--- src/rtl/continuous_monitoring_system_pkg.sv ---
// Shared constants and sizing helpers for the continuous monitoring system.
//   AXI_DATA_WIDTH : width of the wide trace packet produced by the monitor
//   DMA_DATA_WIDTH : beat width of the downstream AXI DMA / AXI-Stream FIFO
//   beats_for()    : ceiling division, narrow beats needed per wide packet
//   beat_idx_width(): counter width able to index every beat (at least 1 bit)
package continuous_monitoring_system_pkg;

    localparam int unsigned AXI_DATA_WIDTH = 200;
    localparam int unsigned DMA_DATA_WIDTH = 64;

    function automatic int unsigned beats_for(input int unsigned in_w, input int unsigned out_w);
        return (in_w + out_w - 1) / out_w;
    endfunction

    function automatic int unsigned beat_idx_width(input int unsigned beats);
        return (beats > 1) ? $clog2(beats) : 1;
    endfunction

endpackage

--- src/rtl/cms_axis_downsizer.sv ---
// Wide-to-narrow AXI-Stream width converter for the monitor trace path.
// Captures one IN_WIDTH packet per S handshake and replays it as BEATS narrow beats,
// least-significant slice first; tlast is carried on the final beat only.
// Ports:
//   clk, rst_n           : clock, asynchronous active-low reset
//   S_AXIS_*             : wide input stream (tvalid/tready/tdata/tlast)
//   M_AXIS_*             : narrow output stream (tvalid/tready/tdata/tlast)
//   busy                 : a packet is held and not yet fully sent
//   beat_idx             : index of the beat currently presented on M_AXIS
//   pkt_count            : packets fully sent since reset, wraps at 2^32
module cms_axis_downsizer
    import continuous_monitoring_system_pkg::*;
#(
    parameter int unsigned  IN_WIDTH       = AXI_DATA_WIDTH,
    parameter int unsigned  OUT_WIDTH      = DMA_DATA_WIDTH,
    localparam int unsigned BEATS          = beats_for(IN_WIDTH, OUT_WIDTH),
    localparam int unsigned BEAT_IDX_WIDTH = beat_idx_width(BEATS)
) (
    input  logic                      clk,
    input  logic                      rst_n,
    input  logic                      S_AXIS_tvalid,
    output logic                      S_AXIS_tready,
    input  logic [IN_WIDTH-1:0]       S_AXIS_tdata,
    input  logic                      S_AXIS_tlast,
    output logic                      M_AXIS_tvalid,
    input  logic                      M_AXIS_tready,
    output logic [OUT_WIDTH-1:0]      M_AXIS_tdata,
    output logic                      M_AXIS_tlast,
    output logic                      busy,
    output logic [BEAT_IDX_WIDTH-1:0] beat_idx,
    output logic [31:0]               pkt_count
);

    localparam int unsigned PAD_WIDTH = BEATS * OUT_WIDTH;

    if ((OUT_WIDTH % 8) != 0) begin : gen_width_check
        $error("OUT_WIDTH must be a multiple of 8");
    end

    typedef enum logic {
        StEmpty,
        StSend
    } state_e;

    state_e                    state_q, state_d;
    logic [IN_WIDTH-1:0]       hold_q, hold_d;
    logic                      last_q, last_d;
    logic [BEAT_IDX_WIDTH-1:0] beat_idx_q, beat_idx_d;
    logic [31:0]               pkt_count_q, pkt_count_d;

    logic                      last_beat;
    logic [PAD_WIDTH-1:0]      hold_pad;

    assign last_beat = (beat_idx_q == BEAT_IDX_WIDTH'(BEATS - 1));

    // rst_n gates tready so it reads 0 while reset is held even though the
    // state register already sits in StEmpty.
    assign S_AXIS_tready = rst_n & ((state_q == StEmpty) | (last_beat & M_AXIS_tready));

    always_comb begin
        state_d     = state_q;
        hold_d      = hold_q;
        last_d      = last_q;
        beat_idx_d  = beat_idx_q;
        pkt_count_d = pkt_count_q;
        unique case (state_q)
            StEmpty: begin
                if (S_AXIS_tvalid) begin
                    hold_d     = S_AXIS_tdata;
                    last_d     = S_AXIS_tlast;
                    beat_idx_d = '0;
                    state_d    = StSend;
                end
            end
            StSend: begin
                if (M_AXIS_tready) begin
                    if (!last_beat) begin
                        beat_idx_d = beat_idx_q + 1'b1;
                    end else begin
                        pkt_count_d = pkt_count_q + 32'd1;
                        // Overlap the next capture with the final beat: no bubble.
                        if (S_AXIS_tvalid) begin
                            hold_d     = S_AXIS_tdata;
                            last_d     = S_AXIS_tlast;
                            beat_idx_d = '0;
                        end else begin
                            state_d = StEmpty;
                        end
                    end
                end
            end
            default: state_d = StEmpty;
        endcase
    end

    always_ff @(posedge clk or negedge rst_n) begin
        if (!rst_n) begin
            state_q     <= StEmpty;
            hold_q      <= '0;
            last_q      <= 1'b0;
            beat_idx_q  <= '0;
            pkt_count_q <= '0;
        end else begin
            state_q     <= state_d;
            hold_q      <= hold_d;
            last_q      <= last_d;
            beat_idx_q  <= beat_idx_d;
            pkt_count_q <= pkt_count_d;
        end
    end

    // Zero-extend so the top slice reads 0 above IN_WIDTH.
    assign hold_pad      = PAD_WIDTH'(hold_q);
    assign M_AXIS_tdata  = hold_pad[beat_idx_q * OUT_WIDTH +: OUT_WIDTH];
    assign M_AXIS_tvalid = (state_q == StSend);
    assign M_AXIS_tlast  = last_q & last_beat;
    assign busy          = (state_q == StSend);
    assign beat_idx      = beat_idx_q;
    assign pkt_count     = pkt_count_q;

endmodule

--- config.mk ---
export PLATFORM = sky130hd
export DESIGN_NAME = cms_axis_downsizer
export DESIGN_NICKNAME = d
export VERILOG_FILES = /design/src/rtl/continuous_monitoring_system_pkg.sv /design/src/rtl/cms_axis_downsizer.sv
export SDC_FILE = /design/constraint.sdc
export NUM_CORES = 1
export LEC_CHECK = 0
export CORE_MARGIN = 2
export CORE_UTILIZATION = 30
export DETAILED_ROUTE_END_ITERATION = 6
export GPL_ROUTABILITY_DRIVEN = 0
export GPL_TIMING_DRIVEN = 0
export PLACE_DENSITY = 0.57
export SKIP_LAST_GASP = 1
export SYNTH_ARGS = -nofsm -noshare
export SYNTH_HDL_FRONTEND = slang
export SYNTH_SLANG_ARGS = --single-unit
--- constraint.sdc ---
create_clock -name clk -period 4.3 [get_ports clk]
set_clock_uncertainty 0.15 [all_clocks]
set_input_delay 0.645 -clock clk [delete_from_list [all_inputs] [get_ports clk]]
set_output_delay 0.645 -clock clk [all_outputs]
set_load 0.03 [all_outputs]
* Yosys cells after proc, flatten, opt, wreduce, memory -nomap -nowiden
Index checks and enable logic that the tools add are counted.
** Cells by class
- Reduce and logical (&&, ||, !) cells :: 2
- Div/mod/pow operators :: 0
- Multipliers :: 0
- Eq/ne operators :: 3
- Shift operators :: 1
- Order comparisons :: 0
- Bitwise operators :: 5
- Multiplexer cells :: 16
- $add $sub $neg :: 2
** Operators by type and width (count)
- 200-bit 2-to-1 mux :: 3
- 200-bit one-hot mux with 2 select lines :: 1
- 256-bit by 9-bit indexed part select with 64-bit output :: 1
- 32-bit by 1-bit adder with 32-bit output (second input constant) :: 1
- 1-bit 2-to-1 mux :: 6
- 2-bit 2-to-1 mux :: 3
- 1-bit one-hot mux with 2 select lines :: 2
- 2-bit one-hot mux with 2 select lines :: 1
- 1-bit bitwise AND :: 3
- 3-bit AND reduction :: 1
- 2-bit by 1-bit adder with 2-bit output (second input constant) :: 1
- 2-bit equality test (second input constant) :: 1
- 2-bit by 1-bit inequality test with 1-bit output (second input constant) :: 1
- 2-bit inequality test (second input constant) :: 1
- 2-bit AND reduction :: 1
- 1-bit NOT :: 1
- 1-bit bitwise OR :: 1
** Word-level totals
- Input bits :: 205
- Bits in read-only memories :: 0
- Register bits after elaboration :: 236
- Word-level logic and storage cells :: 34
- Latch bits :: 0
- Memory bits (writable) :: 0
- Memories kept :: 0

* Logic depth before layout (Yosys ltp)
Gate-level depths: netlist (run 1).
- Depth after elaboration :: 4
- Mapped depth :: 6
- Mapped depth without buffers :: 5

* Worst setup path after synthesis (run 1)
OpenSTA, ideal clock, no wires.
- Path type :: register to output
- Start point :: register beat_idx_q[0], in the netlist beat_idx[0]
- End point :: output port M_AXIS_tdata[23]
- Arrival time :: 1.892 ns
- Buffers on the path :: 3
- Data required time :: 3.505 ns
- Slack :: 1.613 ns
- Stages on the path, launching flop included :: 7
- Cell sequence :: dfrtp_1 buf_2 nor2b_1 buf_2 clkbuf_1 nand2_1 o21ai_0
** Between the ends
- Longest elaborated chain between the ends :: 1
** RTL lines
- start, declared :: line cms_axis_downsizer.sv:48 : logic [BEAT_IDX_WIDTH-1:0] beat_idx_q, beat_idx_d;
- start signal, assigned :: line cms_axis_downsizer.sv:107 : beat_idx_q <= beat_idx_d;
- 256-bit by 9-bit indexed part select with 64-bit output :: line cms_axis_downsizer.sv:114 : assign M_AXIS_tdata = hold_pad[beat_idx_q * OUT_WIDTH +: OUT_WIDTH];
- end, declared :: line cms_axis_downsizer.sv:27 : output logic [OUT_WIDTH-1:0] M_AXIS_tdata,
Every way passes these cells.

* Worst setup path in the final report (run 1)
- Start point :: register beat_idx_q[0], in the netlist beat_idx[0]
- End point :: output port M_AXIS_tdata[30]
Same word-level chain as after synthesis.

==> metrics.txt, run 1 <==
status complete, no violations; RSZ-0062 raised after global routing false; Synth area leader dfrtp_1; # clock sinks ~240; IO Port Bufs slightly above 300; Vias/cell 4.65; Pwr Density roughly 740 nW/um^2; Rel. slew slack 0.425; latest clock arrival within the worst-skew pair around 0.54 ns; total track usage 0.179; Setup Buffers After CTS 0; Final Hold Fails 0; I/O Pins 307; Yosys top cell area share 0.563; layout filler cell count ~3200; Worst EP required approximately 3.5 ns; clock buffer count from CTS 28; htree depth 1; vias in the first global route 8052; sequential share of power 0.332; HP Class flip-flop to flip-flop; # DRC 0; mean post-synth cell area 13.8 sq um; Seq/Total Area, Yosys 0.563; Slew @ Worst Pin ~0.86 ns; Routed Antenna Nets 0; static leakage around 6.3 nW; global-route wire length before repair 49200 microns; fin util 0.437; Internal between 0.007 and 0.008 W; Die Area 36500 sq um; first-pass iteration count of the detailed router 4; FF+latch count, synth between 200 and 250; clock tree buffer depth 3; Root Buffer clkbuf_16; WL final between 30000 and 40000 microns; Final nets 1309; Place WS around 0.42 ns; part of the power in the clock network 0.200; CP Capture Type output pin; DRT iter0 DRCs ~230; Slew Viols, Final 0; die width between 150 and 200 microns; die height ~190 microns; DR vias between 7000 and 8000; fin area around 15000 sq um; Clock transition at path regs 0.06 ns; hpwl dp ~23000 microns; DR WL/cell 20.7 microns; Syn Nets 970; combinational fraction of design power 0.469; Ys Warns 0; Post-Syn Area 10500 sq um; critical path class flip-flop to output pin; Worst VDD drop around 0.34 mV; minimum clock period slightly above 4 ns; sw frac 0.373; largest net degree at the start of global routing ~110; Area Overhead vs Synth 43.5%; worst-path fanout max 10; Core Box Area between 30000 and 40000 sq um; startpoint types flip-flop; Area contributors post-synth dfrtp_1, mux2_2, mux2i_1, o21ai_0, nand2_1; Fmax between 0.2 and 0.25 GHz; fin crit share 0.945; antenna violations before repair 6; Rows between 60 and 70; synth unique cells 32; CTS tree done; WP data arrival 3.27 ns; Psw roughly 0.0042 W; Placed Area 14200 sq um; setup ws final 0.238 ns; layout cell share with drive strength beyond 1 0.264; maxcap violations 0; synthesized instance count 763; Initial Util 0.305; grt ovf 0; final setup violation count 0; Worst R2R Setup Slack ~2.0 ns
-- path summary, 6_finish.rpt --
check | startpoint | cells past startpoint | end
max | beat_idx[0] | 7 | M_AXIS_tdata[30]
min | last_q | 1 | last_q
max reg2reg | beat_idx[0] | 5 | pkt_count[22]
min reg2reg | last_q | 1 | last_q
max in group asynchronous | rst_n | 3 | hold_q[156]
min in group asynchronous | rst_n | 2 | pkt_count[31]
-- cell usage in the layout, fill, tap and decap left out, types with 3 or more instances in the layout --
master / instances
clkdlybuf4s50_1: 305
dfrtp_1: 236
mux2_2: 202
nand2_1: 65
mux2i_1: 56
o21ai_0: 56
clkbuf_16: 29
xnor2_1: 26
buf_6: 19
clkbuf_1: 15
nand4_1: 15
buf_2: 13
nand3_1: 13
mux4_2: 8
and3_1: 7
xor2_1: 5
clkinv_2: 5
clkbuf_8: 5
nor2_1: 4
nor2b_1: 3
inv_1: 3
buf_4: 3
-- layer usage --
layer  up-vias  track usage  routed length, microns
met4        10       0.0352                     528
met2       217        0.299                   15300
met3        48       0.0641                    3020
met5         -            0                      71
li1       3406            -                       -
met1      3659        0.223                   13700
-- timing repair --
item / in CTS / in global routing
cloned: 0 / 0
pin swaps: 0 / 0
endpoints found under the setup margin: 10 / 6
hold buffers: 1 / 0
hold endpoints to repair: 43 / 0
resized for setup: 1 / 2
-- area by class of cell --
type,count,area (sq um),area share
inverter,3,11.3,0.000748
clock buffer,43,828,0.0550
sequential,236,5910,0.392
timing repair buffer,309,3130,0.208
antenna,1,2.50,0.000166
multi-input combinational,480,4240,0.281
clock inverter,6,32.5,0.00216
buffer,44,340,0.0226
tap,455,569,0.0378
-- cell families after synthesis --
kind of cell	after synthesis	share of synthesized area
AO/OA/AOI/OAI	59	0.0287
XOR/XNOR	31	0.0259
adder cells (fa/ha/maj)	2	0.00238
buffers and inverters	47	0.0332
flip-flops	236	0.563
multiplexers	266	0.287
AND/OR/NAND/NOR	122	0.0596
-- worst max-delay path: stages, from the launching register on --
cell and delay [ns]:
dfrtp_1 0.47, clkbuf_4 0.34, nor2b_1 0.21, buf_2 0.30, buf_2 0.41, nand2_1 0.08, o21ai_0 0.14, clkdlybuf4s50_1 0.75
-- metrics by stage --
stage	cells	hold slack (ns)	TNS [ns]	power [W]
global route	1576	0.365	0	0.0119
floorplan	763	0.199	0	0.00687
CTS	1576	0.349	0	0.0114
finish	1577	0.346	0	0.0112
detailed placement	1526	0.336	0	0.00909
global placement	1524	0.333	-2008.22	0.00902
-- synthesized netlist by cell type --
master and instances:
nand2b_1 1, mux4_2 8, mux2i_1 56, nand4_4 1, and4_1 1, buf_6 19, inv_1 3, clkbuf_1 8
nand3_1 13, nor2_1 4, nand4b_1 1, or2_2 2, nor2b_1 3, nor4_1 2, a32o_1 1, mux2_2 202
xor2_1 5, buf_2 14, nor3_2 1, nor3_1 2, a21oi_1 1, and2_1 2, buf_4 3, nor4_4 2
o21ai_0 56, nand4_1 15, xnor2_1 26, nand2_1 65, dfrtp_1 236, ha_1 2, and3_1 7, o22ai_1 1
-- state kept, by name (all words and copies together), names as in the netlist --
signal and cells:
hold_q 200, pkt_count 32, beat_idx 2, M_AXIS_tvalid 1, last_q 1
-- power groups by stage --
| stage | combinational, W | clock, W | sequential, W |
|---|---|---|---|
| 2_1_floorplan | 0.00322 | 0 | 0.00365 |
| 3_3_place_gp | 0.00529 | 0 | 0.00373 |
| 3_5_place_dp | 0.00534 | 0 | 0.00375 |
| 4_1_cts | 0.00536 | 0.00231 | 0.00372 |
| 5_1_grt | 0.00562 | 0.00240 | 0.00385 |
| 6_report | 0.00525 | 0.00223 | 0.00371 |
No activity file was read; power rests on OpenSTA's default activity.
==> run 2: changes to the inputs <==
==> constraint.sdc (replaced) <==
create_clock -name clk -period 5.1 [get_ports clk]
set_clock_uncertainty 0.15 [all_clocks]
set_input_delay 0.765 -clock clk [delete_from_list [all_inputs] [get_ports clk]]
set_output_delay 0.765 -clock clk [all_outputs]
set_load 0.03 [all_outputs]
==> metrics.txt, run 2 (synthesis gave the netlist of run 1 again) <==
fin area 15100 sq um; Slew @ Worst Pin 0.864 ns; maxcap violations 0; Area Overhead vs Synth 43.5%; CP Capture Type output pin; most frequent cells in the layout clkdlybuf4s50_1, dfrtp_1, mux2_2; most common cell after layout, fill and taps aside clkdlybuf4s50_1; Rel. slew slack 0.424; critical path class flip-flop to output pin; status complete, no violations; Internal around 0.0059 W; CTS tree done; Final Hold Fails 0; total negative setup slack 0 ns; Worst EP required 4.18 ns; Core Box Area approximately 34000 sq um; I/O Pins roughly 300; Pwr Density about 630 nW/um^2; WL final between 30000 and 40000 microns; global-route wire length before repair 49200 microns; worst-path fanout max 10; Vias/cell between 4 and 5; die height around 190 microns; htree depth 1; fin util 0.437; largest net degree at the start of global routing about 110; Fmax 0.221 GHz; HP Class flip-flop to flip-flop; hpwl dp 23000 microns; fin crit share 0.887; Worst Hold Slack 0.346 ns; post-layout power between 0.009 and 0.01 W; DR vias roughly 7300; Rows between 60 and 70; Clock transition at path regs around 0.060 ns; Worst VDD drop about 0.29 mV; sw frac 0.373; # DRC 0; Initial Util 0.305; Final nets about 1300; grt ovf 0; final setup violation count 0; Psw between 0.003 and 0.004 W; Root Buffer clkbuf_16; die width around 190 microns; layout cell share with drive strength beyond 1 0.263; latest clock arrival within the worst-skew pair roughly 0.54 ns; combinational fraction of design power 0.469; startpoint types flip-flop; Routed Antenna Nets 0; Slew Viols, Final 0; first-pass iteration count of the detailed router 4; antenna violations before repair 6; clock tree buffer depth 3; part of the power in the clock network 0.200; IO Port Bufs between 300 and 400; total track usage 0.179; DR WL/cell around 21 microns; sequential share of power 0.332; clock buffer count from CTS 28; RSZ-0062 raised after global routing false; WP data arrival ~3.6 ns; minimum clock period around 4.5 ns; max FFs per register 200; Die Area 36500 sq um; static leakage ~6.3 nW; post-CTS resize count 0; # clock sinks between 200 and 250; DRT iter0 DRCs between 200 and 250; vias in the first global route about 8000; Placed Area between 10000 and 15000 sq um; Largest Register hold_q
==> run 2: cell counts in the layout (fill, tap and decap cells not counted) <==
No cell type changed its count.
==> run 2: layout make-up <==
type / count / area, sq um
fill: 3233 / 19400
clock buffer: 43 / 828
clock inverter: 6 / 32.5
buffer: 44 / 337
timing repair buffer: 309 / 3130
antenna: 1 / 2.50
multi-input combinational: 480 / 4240
sequential: 236 / 5910
inverter: 3 / 11.3
tap: 455 / 569
==> run 2: worst paths after layout <==
kind,from,cells after the start,end,slack (ns)
min,last_q,1,last_q,0.35
max,beat_idx[0],7,M_AXIS_tdata[31],0.58
max in group asynchronous,rst_n,3,hold_q[156],3.32
max reg2reg,beat_idx[0],5,pkt_count[22],2.75
min in group asynchronous,rst_n,2,pkt_count[31],0.57
min reg2reg,last_q,1,last_q,0.35
==> run 2: repair_timing <==
action	CTS	global route
endpoints found under the setup margin	0	0
hold buffers	1	0
hold endpoints to repair	43	0
setup buffers	0	0
==> run 2: layer usage <==
layer,global-route usage,vias up,share of wire,wire [microns]
met3,0.0641,48,0.093,3020
met5,0,-,0.0022,71
li1,-,3408,-,-
met4,0.0352,10,0.016,528
met2,0.299,217,0.47,15300
met1,0.222,3657,0.42,13700
==> run 2: power groups by stage <==
stage	clock network [W]	registers [W]	logic, W
floorplan	0	0.00308	0.00272
global placement	0	0.00315	0.00446
detailed placement	0	0.00316	0.00450
CTS	0.00195	0.00313	0.00452
global route	0.00202	0.00324	0.00473
finish	0.00188	0.00313	0.00442
==> run 2: metrics by stage <==
stage / cells / worst slack [ns]
CTS: 1576 / 0.499
global route: 1576 / 0.355
global placement: 1524 / -7.84
floorplan: 763 / 2.29
detailed placement: 1526 / 1.10
finish: 1577 / 0.579
==> run 2: critical path, stage by stage (launching register included) <==
cell             delay [ns]
dfrtp_1                0.46
buf_2                  0.40
nor2b_1                0.23
buf_2                  0.30
clkbuf_1               0.65
nand2_1                0.13
o21ai_0                0.14
clkdlybuf4s50_1        0.72
==> run 3: changes to the inputs <==
==> constraint.sdc (replaced) <==
create_clock -name clk -period 5.2 [get_ports clk]
set_clock_uncertainty 0.15 [all_clocks]
set_input_delay 0.78 -clock clk [delete_from_list [all_inputs] [get_ports clk]]
set_output_delay 0.78 -clock clk [all_outputs]
set_load 0.03 [all_outputs]
==> results of run 3 <==
The final DEF is identical to that of run 2. Status: complete, no violations.
Main changes from that run: setup slack after placement 1.10 ns -> 1.18 ns; setup slack after layout 0.579 ns -> 0.664 ns; register-to-register setup slack 2.75 ns -> 2.85 ns; total power 0.00943 W -> 0.00925 W; worst IR drop on VDD 0.288 mV -> 0.283 mV
